===== src/rtl/miriscv_lsu.sv =====
// Load/store unit: one outstanding access, a four-state FSM, byte lane steering and load extension.
// Optional macro LSU_MISALIGN_EXC_EN: flag misaligned accesses instead of rounding them down.
module miriscv_lsu (
  input  logic        clk_i,
  input  logic        rstn_i,
  input  logic        lsu_req_i,
  input  logic        lsu_we_i,
  input  logic [2:0]  lsu_size_i,
  input  logic [31:0] lsu_addr_i,
  input  logic [31:0] lsu_data_i,
  output logic [31:0] lsu_data_o,
  output logic        lsu_stall_req_o,
  output logic        lsu_misaligned_o,
  output logic        data_req_o,
  output logic        data_we_o,
  output logic [3:0]  data_be_o,
  output logic [31:0] data_addr_o,
  output logic [31:0] data_wdata_o,
  input  logic        data_gnt_i,
  input  logic        data_rvalid_i,
  input  logic [31:0] data_rdata_i
);

  // Memory handshake: data_req_o stays high with stable addr/we/be/wdata until a cycle
  // in which data_gnt_i is sampled high; data_rvalid_i is accepted only in ST_WAIT.
  typedef enum logic [1:0] {ST_IDLE = 2'd0, ST_REQ = 2'd1, ST_WAIT = 2'd2, ST_DONE = 2'd3} state_e;

  state_e      state_q, state_d;
  logic [31:0] addr_q;
  logic        we_q;
  logic [2:0]  size_q;
  logic [3:0]  be_q;
  logic [31:0] wdata_q;
  logic [31:0] rdata_q;

  logic        req_byte, req_half;
  logic [1:0]  req_off;
  logic [3:0]  be_d;
  logic [31:0] wdata_d;

  always_comb begin
    req_byte = (lsu_size_i[1:0] == 2'b00);
    req_half = (lsu_size_i[1:0] == 2'b01);
    req_off  = 2'b00;
    be_d     = 4'b1111;
    wdata_d  = lsu_data_i;
    if (req_byte) begin
      req_off = lsu_addr_i[1:0];
      be_d    = 4'b0001 << req_off;
      wdata_d = {4{lsu_data_i[7:0]}};
    end else if (req_half) begin
      req_off = {lsu_addr_i[1], 1'b0};
      be_d    = 4'b0011 << req_off;
      wdata_d = {2{lsu_data_i[15:0]}};
    end
  end

`ifdef LSU_MISALIGN_EXC_EN
  logic req_misaligned;
  logic misalign_q;
  assign req_misaligned = (req_half && lsu_addr_i[0]) ||
                          (!req_byte && !req_half && (lsu_addr_i[1:0] != 2'b00));
`endif

  // Offset stored in addr_q[1:0] is already rounded to the access size.
  logic [7:0]  ld_byte;
  logic [15:0] ld_half;
  logic [31:0] ld_ext;

  always_comb begin
    case (addr_q[1:0])
      2'd0:    ld_byte = data_rdata_i[7:0];
      2'd1:    ld_byte = data_rdata_i[15:8];
      2'd2:    ld_byte = data_rdata_i[23:16];
      default: ld_byte = data_rdata_i[31:24];
    endcase
    ld_half = addr_q[1] ? data_rdata_i[31:16] : data_rdata_i[15:0];
    case (size_q[1:0])
      2'b00:   ld_ext = {{24{~size_q[2] & ld_byte[7]}}, ld_byte};
      2'b01:   ld_ext = {{16{~size_q[2] & ld_half[15]}}, ld_half};
      default: ld_ext = data_rdata_i;
    endcase
  end

  always_comb begin
    state_d = state_q;
    case (state_q)
      ST_IDLE: begin
        if (lsu_req_i) begin
`ifdef LSU_MISALIGN_EXC_EN
          state_d = req_misaligned ? ST_DONE : ST_REQ;
`else
          state_d = ST_REQ;
`endif
        end
      end
      ST_REQ:  if (data_gnt_i) state_d = we_q ? ST_DONE : ST_WAIT;
      ST_WAIT: if (data_rvalid_i) state_d = ST_DONE;
      default: state_d = ST_IDLE;
    endcase
  end

  always_ff @(posedge clk_i) begin
    if (!rstn_i) begin
      state_q <= ST_IDLE;
      addr_q  <= '0;
      we_q    <= 1'b0;
      size_q  <= '0;
      be_q    <= '0;
      wdata_q <= '0;
      rdata_q <= '0;
    end else begin
      state_q <= state_d;
      if ((state_q == ST_IDLE) && lsu_req_i) begin
        addr_q  <= {lsu_addr_i[31:2], req_off};
        we_q    <= lsu_we_i;
        size_q  <= lsu_size_i;
        be_q    <= be_d;
        wdata_q <= wdata_d;
      end
      if ((state_q == ST_WAIT) && data_rvalid_i) rdata_q <= ld_ext;
    end
  end

`ifdef LSU_MISALIGN_EXC_EN
  always_ff @(posedge clk_i) begin
    if (!rstn_i) misalign_q <= 1'b0;
    else         misalign_q <= (state_q == ST_IDLE) && lsu_req_i && req_misaligned;
  end
  assign lsu_misaligned_o = (state_q == ST_DONE) && misalign_q;
`else
  assign lsu_misaligned_o = 1'b0;
`endif

  assign lsu_data_o      = rdata_q;
  assign lsu_stall_req_o = lsu_req_i && (state_q != ST_DONE);
  assign data_req_o      = (state_q == ST_REQ);
  assign data_we_o       = we_q;
  assign data_be_o       = be_q;
  assign data_addr_o     = {addr_q[31:2], 2'b00};
  assign data_wdata_o    = wdata_q;

endmodule


===== config.mk =====
export PLATFORM = sky130hd
export DESIGN_NAME = miriscv_lsu
export DESIGN_NICKNAME = d
export VERILOG_FILES = /design/src/rtl/miriscv_lsu.sv
export SDC_FILE = /design/constraint.sdc
export NUM_CORES = 1
export LEC_CHECK = 0
export ABC_CLOCK_PERIOD_IN_PS = 1500
export CORE_UTILIZATION = 39
export CTS_CLUSTER_SIZE = 8
export DETAILED_ROUTE_END_ITERATION = 12
export GPL_TIMING_DRIVEN = 0
export PLACE_DENSITY = 0.88
export SYNTH_ARGS = -nofsm -noshare
export SYNTH_HDL_FRONTEND = slang
export SYNTH_SLANG_ARGS = --single-unit
export TNS_END_PERCENT = 20

===== constraint.sdc =====
create_clock -name clk_i -period 1.5 [get_ports clk_i]
set_clock_uncertainty 0.1 [all_clocks]
set_input_delay 0.225 -clock clk_i [delete_from_list [all_inputs] [get_ports clk_i]]
set_output_delay 0.225 -clock clk_i [all_outputs]
set_load 0.01 [all_outputs]

# Word-level counts from Yosys, hierarchy flattened
# Index checks and enable logic that the tools add are counted.
totals:
  register_bits: 106
classes:
  eq_ne: 10
  reduce_logical: 8
  n_shift: 2
  bitwise: 3
  mux: 14
ops:
  columns: ["operator", "count"]
  rows:
  - ["2-to-1 mux 32 bit", 2]
  - ["case mux 32 bit (2 select lines)", 1]
  - ["case mux 8 bit (3 select lines)", 1]
  - ["2-to-1 mux 16 bit", 1]
  - ["2-to-1 mux 2 bit", 5]
  - ["equality test 2 x 1 -> 1 bit, second input constant", 4]
  - ["zero test 2 bit", 4]
  - ["2-to-1 mux 4 bit", 2]
  - ["!= test 2 bit, second input constant", 3]
  - ["case mux 2 bit (3 select lines)", 1]
  - ["equality test 2 bit, second input constant", 2]
  - ["<< shifter 1 x 2 -> 4 bit, first input constant", 1]
  - ["<< shifter 2 x 2 -> 4 bit, first input constant", 1]
  - ["logical AND 1 bit", 3]
  - ["AND reduction 3 bit", 1]
  - ["AND 1 bit", 2]
  - ["!= test 2 x 1 -> 1 bit, second input constant", 1]
  - ["2-to-1 mux 1 bit", 1]
  - ["inverter 1 bit", 1]

# Longest topological paths before layout
logic_depth:
  depth_word: 4
  mapped_depth: 8
  mapped_depth_nobuf: 6

# Worst setup path before layout
# Ideal clock, no wire load.
synth_timing:
  path_kind: "register to register"
  startpoint: "register state_q[0]"
  endpoint: "register wdata_q[16] (netlist: data_wdata_o[16])"
  setup_slack_ns: -0.165
  required_ns: 1.284
  setup_ns: 0.116
  path_stages_with_launch: 8
  arrival_ns: 1.449
  cell_sequence: "dfxtp_1 inv_1 ha_1 and2_1 buf_2 buf_2 buf_1 o211a_1"
synth_via:
  elab_chain_cells: 2
synth_lines:
  columns: ["element", "line", "source"]
  rows:
  - ["start: declaration", "28", "state_e state_q, state_d;"]
  - ["start signal: assignment", "113", "state_q <= state_d;"]
  - ["zero test 2 bit", "114", "if ((state_q == ST_IDLE) && lsu_req_i) begin"]
  - ["logical AND 1 bit", "114", null]
  - ["end signal: assignment", "119", "wdata_q <= wdata_d;"]
  - ["end: declaration", "33", "logic [31:0] wdata_q;"]
# No other way between the ends.
# A chain may end at the register's enable or synchronous reset.

# Final worst setup path
layout_timing:
  startpoint: "register addr_q[1]"
  endpoint: "register rdata_q[21] (netlist: lsu_data_o[21])"
layout_via:
  elab_chain_cells: 4
  elab_cells_between_ends: 8
layout_lines:
  columns: ["element", "line", "source"]
  rows:
  - ["start: declaration", "29", "logic [31:0] addr_q;"]
  - ["start signal: assignment", "115", "addr_q <= {lsu_addr_i[31:2], req_off};"]
  - ["equality test 2 bit, or another cell as far along", "71", "case (addr_q[1:0])"]
  - ["case mux 8 bit (3 select lines)", "71", null]
  - ["AND 1 bit", "79", "2'b00: ld_ext = {{24{~size_q[2] & ld_byte[7]}}, ld_byte};"]
  - ["case mux 32 bit (2 select lines) *", "78", "case (size_q[1:0])"]
  - ["end signal: assignment", "121", "if ((state_q == ST_WAIT) && data_rvalid_i) rdata_q <= ld_ext;"]
  - ["end: declaration", "34", "logic [31:0] rdata_q;"]
# Mark *: on every way between the ends. The rest lies on a longest branch, timed or not.

==> impl_metrics.env <==
export IMPL_avgRoutedWirePerCell_um=16.33
export IMPL_wl_met1_um=6747
export IMPL_violations="negative setup slack"
export IMPL_drtIter0Drc=303
export IMPL_synth_largest_area_cell="dfxtp_1"
export IMPL_ant_nets=0
export IMPL_p_clk_share_pct=22.9
export IMPL_setup_violations=21
export IMPL_timing_rr_end="lsu_data_o[21]"
export IMPL_yosysSeqAreaShare_pct=42.40
export IMPL_hold_viol=0
export IMPL_cp_top_family="multiplexers"
export IMPL_synth_fa_ha_area_share_pct=1.000
export IMPL_worstHoldEndpoint="addr_q[17]"
export IMPL_core_rowCount=41
export IMPL_timing_reg2reg_setup_slack_ps=-100
export IMPL_comb_power_share_pct=42.3
export IMPL_grt_setup_unrepaired="yes"
export IMPL_synthTopCellsByArea="dfxtp_1, nand2_1, a21boi_0"
export IMPL_worstSetupStartpointType="flip-flop"
export IMPL_dp_cells=986
export IMPL_dpl_cell_area_um2=7295
export IMPL_period_share_pct=106.5
export IMPL_synth_simple_gate_area_share_pct=14.45
export IMPL_cp_arrival_ps=1720
export IMPL_die_w_um=115.3
export IMPL_initial_utilization_pct=39.82
export IMPL_cp_required_ps=1630
export IMPL_synthArstFlopShare_pct=0
export IMPL_syn_avg_cell_area_um2=8.232
export IMPL_grt_max_degree=20
export IMPL_grt_pass1_vias=4886
export IMPL_wl_met3_um=1120
export IMPL_holdPathStages=2
export IMPL_highest_layer="met4"
export IMPL_crit_type="flip-flop to flip-flop"
export IMPL_vias=5122
export IMPL_hp_start="rstn_i"
export IMPL_grt_pass1_wl_um=24720
export IMPL_muxShareOfSynthArea_pct=5.800
export IMPL_cp_slowest_stage_delay_ps=420
export IMPL_dpl_hpwl_um=11810
export IMPL_synth_top_family_by_area="compound AO/OA/AOI/OAI gates"
export IMPL_drv_slew=0
export IMPL_finalCriticalPeriod_ps=1597
export IMPL_multi_input_area_um2=2587
export IMPL_h_tree_depth=3
export IMPL_pin_count=209
export IMPL_routed_via_density=5.056
export IMPL_power_switching_uw=3691
export IMPL_wl_met2_um=8102
export IMPL_status="finished with violations"
export IMPL_globalplace_congestion=0.8726
export IMPL_synthesis_area_um2=5005
export IMPL_ys_warnings_count=0
export IMPL_synth_flop_cell="dfxtp_1"
export IMPL_slowest_stage="dfxtp_4"
export IMPL_num_antenna_cells=0
export IMPL_tightestPinTransition_ps=559.4
export IMPL_coreArea_um2=12570
export IMPL_internal_power_uw=7005
export IMPL_fin_ws_ps=-97.36
export IMPL_dp_slack_ps=-528.8
export IMPL_synth_cell_types=38
export IMPL_vdd_drop_max_v=0.0006525
export IMPL_worstSkewPairLatency_ps=350
export IMPL_first_pass_iters=5
export IMPL_drcViolationCount=0
export IMPL_stdcell_area_um2=7894
export IMPL_leakagePower_uw=0.003618
export IMPL_grt_usage_pct=24.22
export IMPL_cp_buffers_inverters=1
export IMPL_io_buffers=204
export IMPL_antenna_found_initial=0
export IMPL_syn_inst=608
export IMPL_cts_tree="yes"
export IMPL_fin_cells=1013
export IMPL_rr_worst_depth=5
export IMPL_seq_area_um2=2132
export IMPL_path_clk_slew_ps=80
export IMPL_hold_ws_ps=154.8
export IMPL_p_seq_share_pct=34.9
export IMPL_cts_root_buf="clkbuf_16"
export IMPL_cts_hold_buf=0
export IMPL_finalWirelength_um=16540
export IMPL_worst_path_max_fanout=6
export IMPL_clock_path_buffers=2
export IMPL_synth_xor_area_share_pct=0
export IMPL_cap_violations=0
export IMPL_die_height_um=115.3
export IMPL_hp_class="primary input to flip-flop"
export IMPL_syn2layout_area_growth_pct=57.72
export IMPL_die_area_um2=13290
export IMPL_synth_compound_area_share_pct=26.05
export IMPL_fin_tns_setup_ps=-1133
export IMPL_grt_overflow_total=0
export IMPL_r2r_start="addr_q[1]"
export IMPL_fillerInstances=1088
export IMPL_numCtsBuffers=9
export IMPL_timing_slew_headroom_pct=62.71
export IMPL_synth_edf_count=0
export IMPL_synth_top_area_share_pct=42.40
export IMPL_powerDensity_nw_per_um2=1355
export IMPL_max_freq_mhz=626.0
export IMPL_cp_cell_sequence="mux2i_4 > mux2i_2 > a21oi_4 > buf_6 > a21oi_4"
export IMPL_switching_share_pct=34.51
export IMPL_synth_seq_cells=106
export IMPL_final_nets=945
export IMPL_worstSetupEndpointType="flip-flop"
export IMPL_worst_path_most_repeated_cell="a21oi_4"
export IMPL_final_layout_size_suffix_gt1_share_pct=19.74
export IMPL_cts_sinks=106
cells by family after synthesis:
group,after synthesis
AO/OA/AOI/OAI,194
adder cells (fa/ha/maj),4
buffers and inverters,97
flip-flops,106
multiplexers,29
other,1
AND/OR/NAND/NOR,177
cells in the final DEF, fill, tap and decap left out, drive strengths merged, types with 9 or more instances in the layout:
| cell type | netlist | routed |
|---|---|---|
| dfxtp | 106 | 106 |
| a22oi | 9 | 9 |
| nand2 | 138 | 138 |
| a21boi | 51 | 51 |
| o21ai | 45 | 45 |
| dlygate4sd2 | 0 | 70 |
| nor2 | 12 | 12 |
| clkbuf | 36 | 43 |
| inv | 17 | 21 |
| mux2i | 29 | 29 |
| clkdlybuf4s50 | 0 | 103 |
| o211a | 16 | 16 |
| buf | 43 | 87 |
| a21oi | 41 | 41 |
worst max path at each step:
| stage | startpoint | to | slack, ps | cells past startpoint |
|---|---|---|---|---|
| after detailed placement | data_rdata_i[31] | lsu_data_o[24] | -530 | 6 |
| after CTS | addr_q[1] | lsu_data_o[21] | -60 | 6 |
| after floorplan | addr_q[1] | lsu_data_o[20] | -50 | 6 |
| final | addr_q[1] | lsu_data_o[21] | -100 | 5 |
| after global placement | data_rdata_i[31] | lsu_data_o[29] | -510 | 6 |
| after global routing | state_q[0] | state_q[0] | -150 | 6 |
cell type report:
| class | instances | area share (%) |
|---|---|---|
| multi-input cells | 407 | 32.78 |
| flip-flops and latches | 106 | 27.01 |
| repair buffers | 217 | 25.44 |
| plain buffers | 77 | 7.323 |
| clock buffers | 9 | 2.853 |
| well taps | 172 | 2.726 |
| clock inverters | 7 | 1.014 |
| inverters | 18 | 0.8559 |
routing by layer:
metal  global-route usage, %  vias to the layer above
met4                   12.29                        0
met3                   5.430                       42
met1                   28.59                     2385
li1                        -                     2493
met2                   41.33                      202
met5                       0                        -
worst reg2reg max path, delay by kind of cell (launching register included):
family / cells / cell delay (ps)
muxes: 2 / 450
DFF: 1 / 420
AOI/OAI and AO/OA: 2 / 320
buffers and inverters: 1 / 190
synthesized netlist by cell type, types with 3 or more instances:
| cell type | count |
|---|---|
| a21boi_0 | 51 |
| a21oi_1 | 39 |
| a22oi_1 | 9 |
| a31oi_1 | 3 |
| and2_1 | 3 |
| and3_1 | 7 |
| buf_2 | 7 |
| buf_4 | 33 |
| clkbuf_1 | 36 |
| dfxtp_1 | 106 |
| ha_1 | 4 |
| inv_1 | 17 |
| mux2i_1 | 29 |
| nand2_1 | 138 |
| nand3_1 | 8 |
| nor2_1 | 12 |
| nor2b_1 | 4 |
| o211a_1 | 16 |
| o211ai_1 | 8 |
| o21ai_0 | 45 |
| o21bai_1 | 6 |
| o2bb2ai_1 | 7 |
through the flow:
stage / total power [uW] / utilization, %
final: 10700 / 62.81
after floorplan: 5916 / -
after detailed placement: 7875 / 58.04
after global routing: 11260 / 62.81
after CTS: 10610 / 62.13
after global placement: 7795 / 58.04
power groups by stage:
| stage | Combinational [uW] | Clock (uW) | Sequential (uW) |
|---|---|---|---|
| after floorplan | 2000 | 0 | 3920 |
| after global placement | 4040 | 0 | 3760 |
| after detailed placement | 4100 | 0 | 3770 |
| after CTS | 4430 | 2480 | 3710 |
| after global routing | 4890 | 2570 | 3790 |
| final | 4520 | 2440 | 3730 |
state kept, by name (all words and copies together) (netlist names):
name,flops
addr_q,32
size_q,3
lsu_data_o,32
data_be_o,4
state_q,2
data_wdata_o,32
data_we_o,1
timing repair:
item                                    in CTS  in global routing
pin swaps                                    5                  4
gates cloned                                 3                  0
hold endpoints to repair                     0                  0
endpoints found under the setup margin     207                107
resized for setup                          192                 50
setup buffers                               10                  0
(Power assumes the default switching activity.)
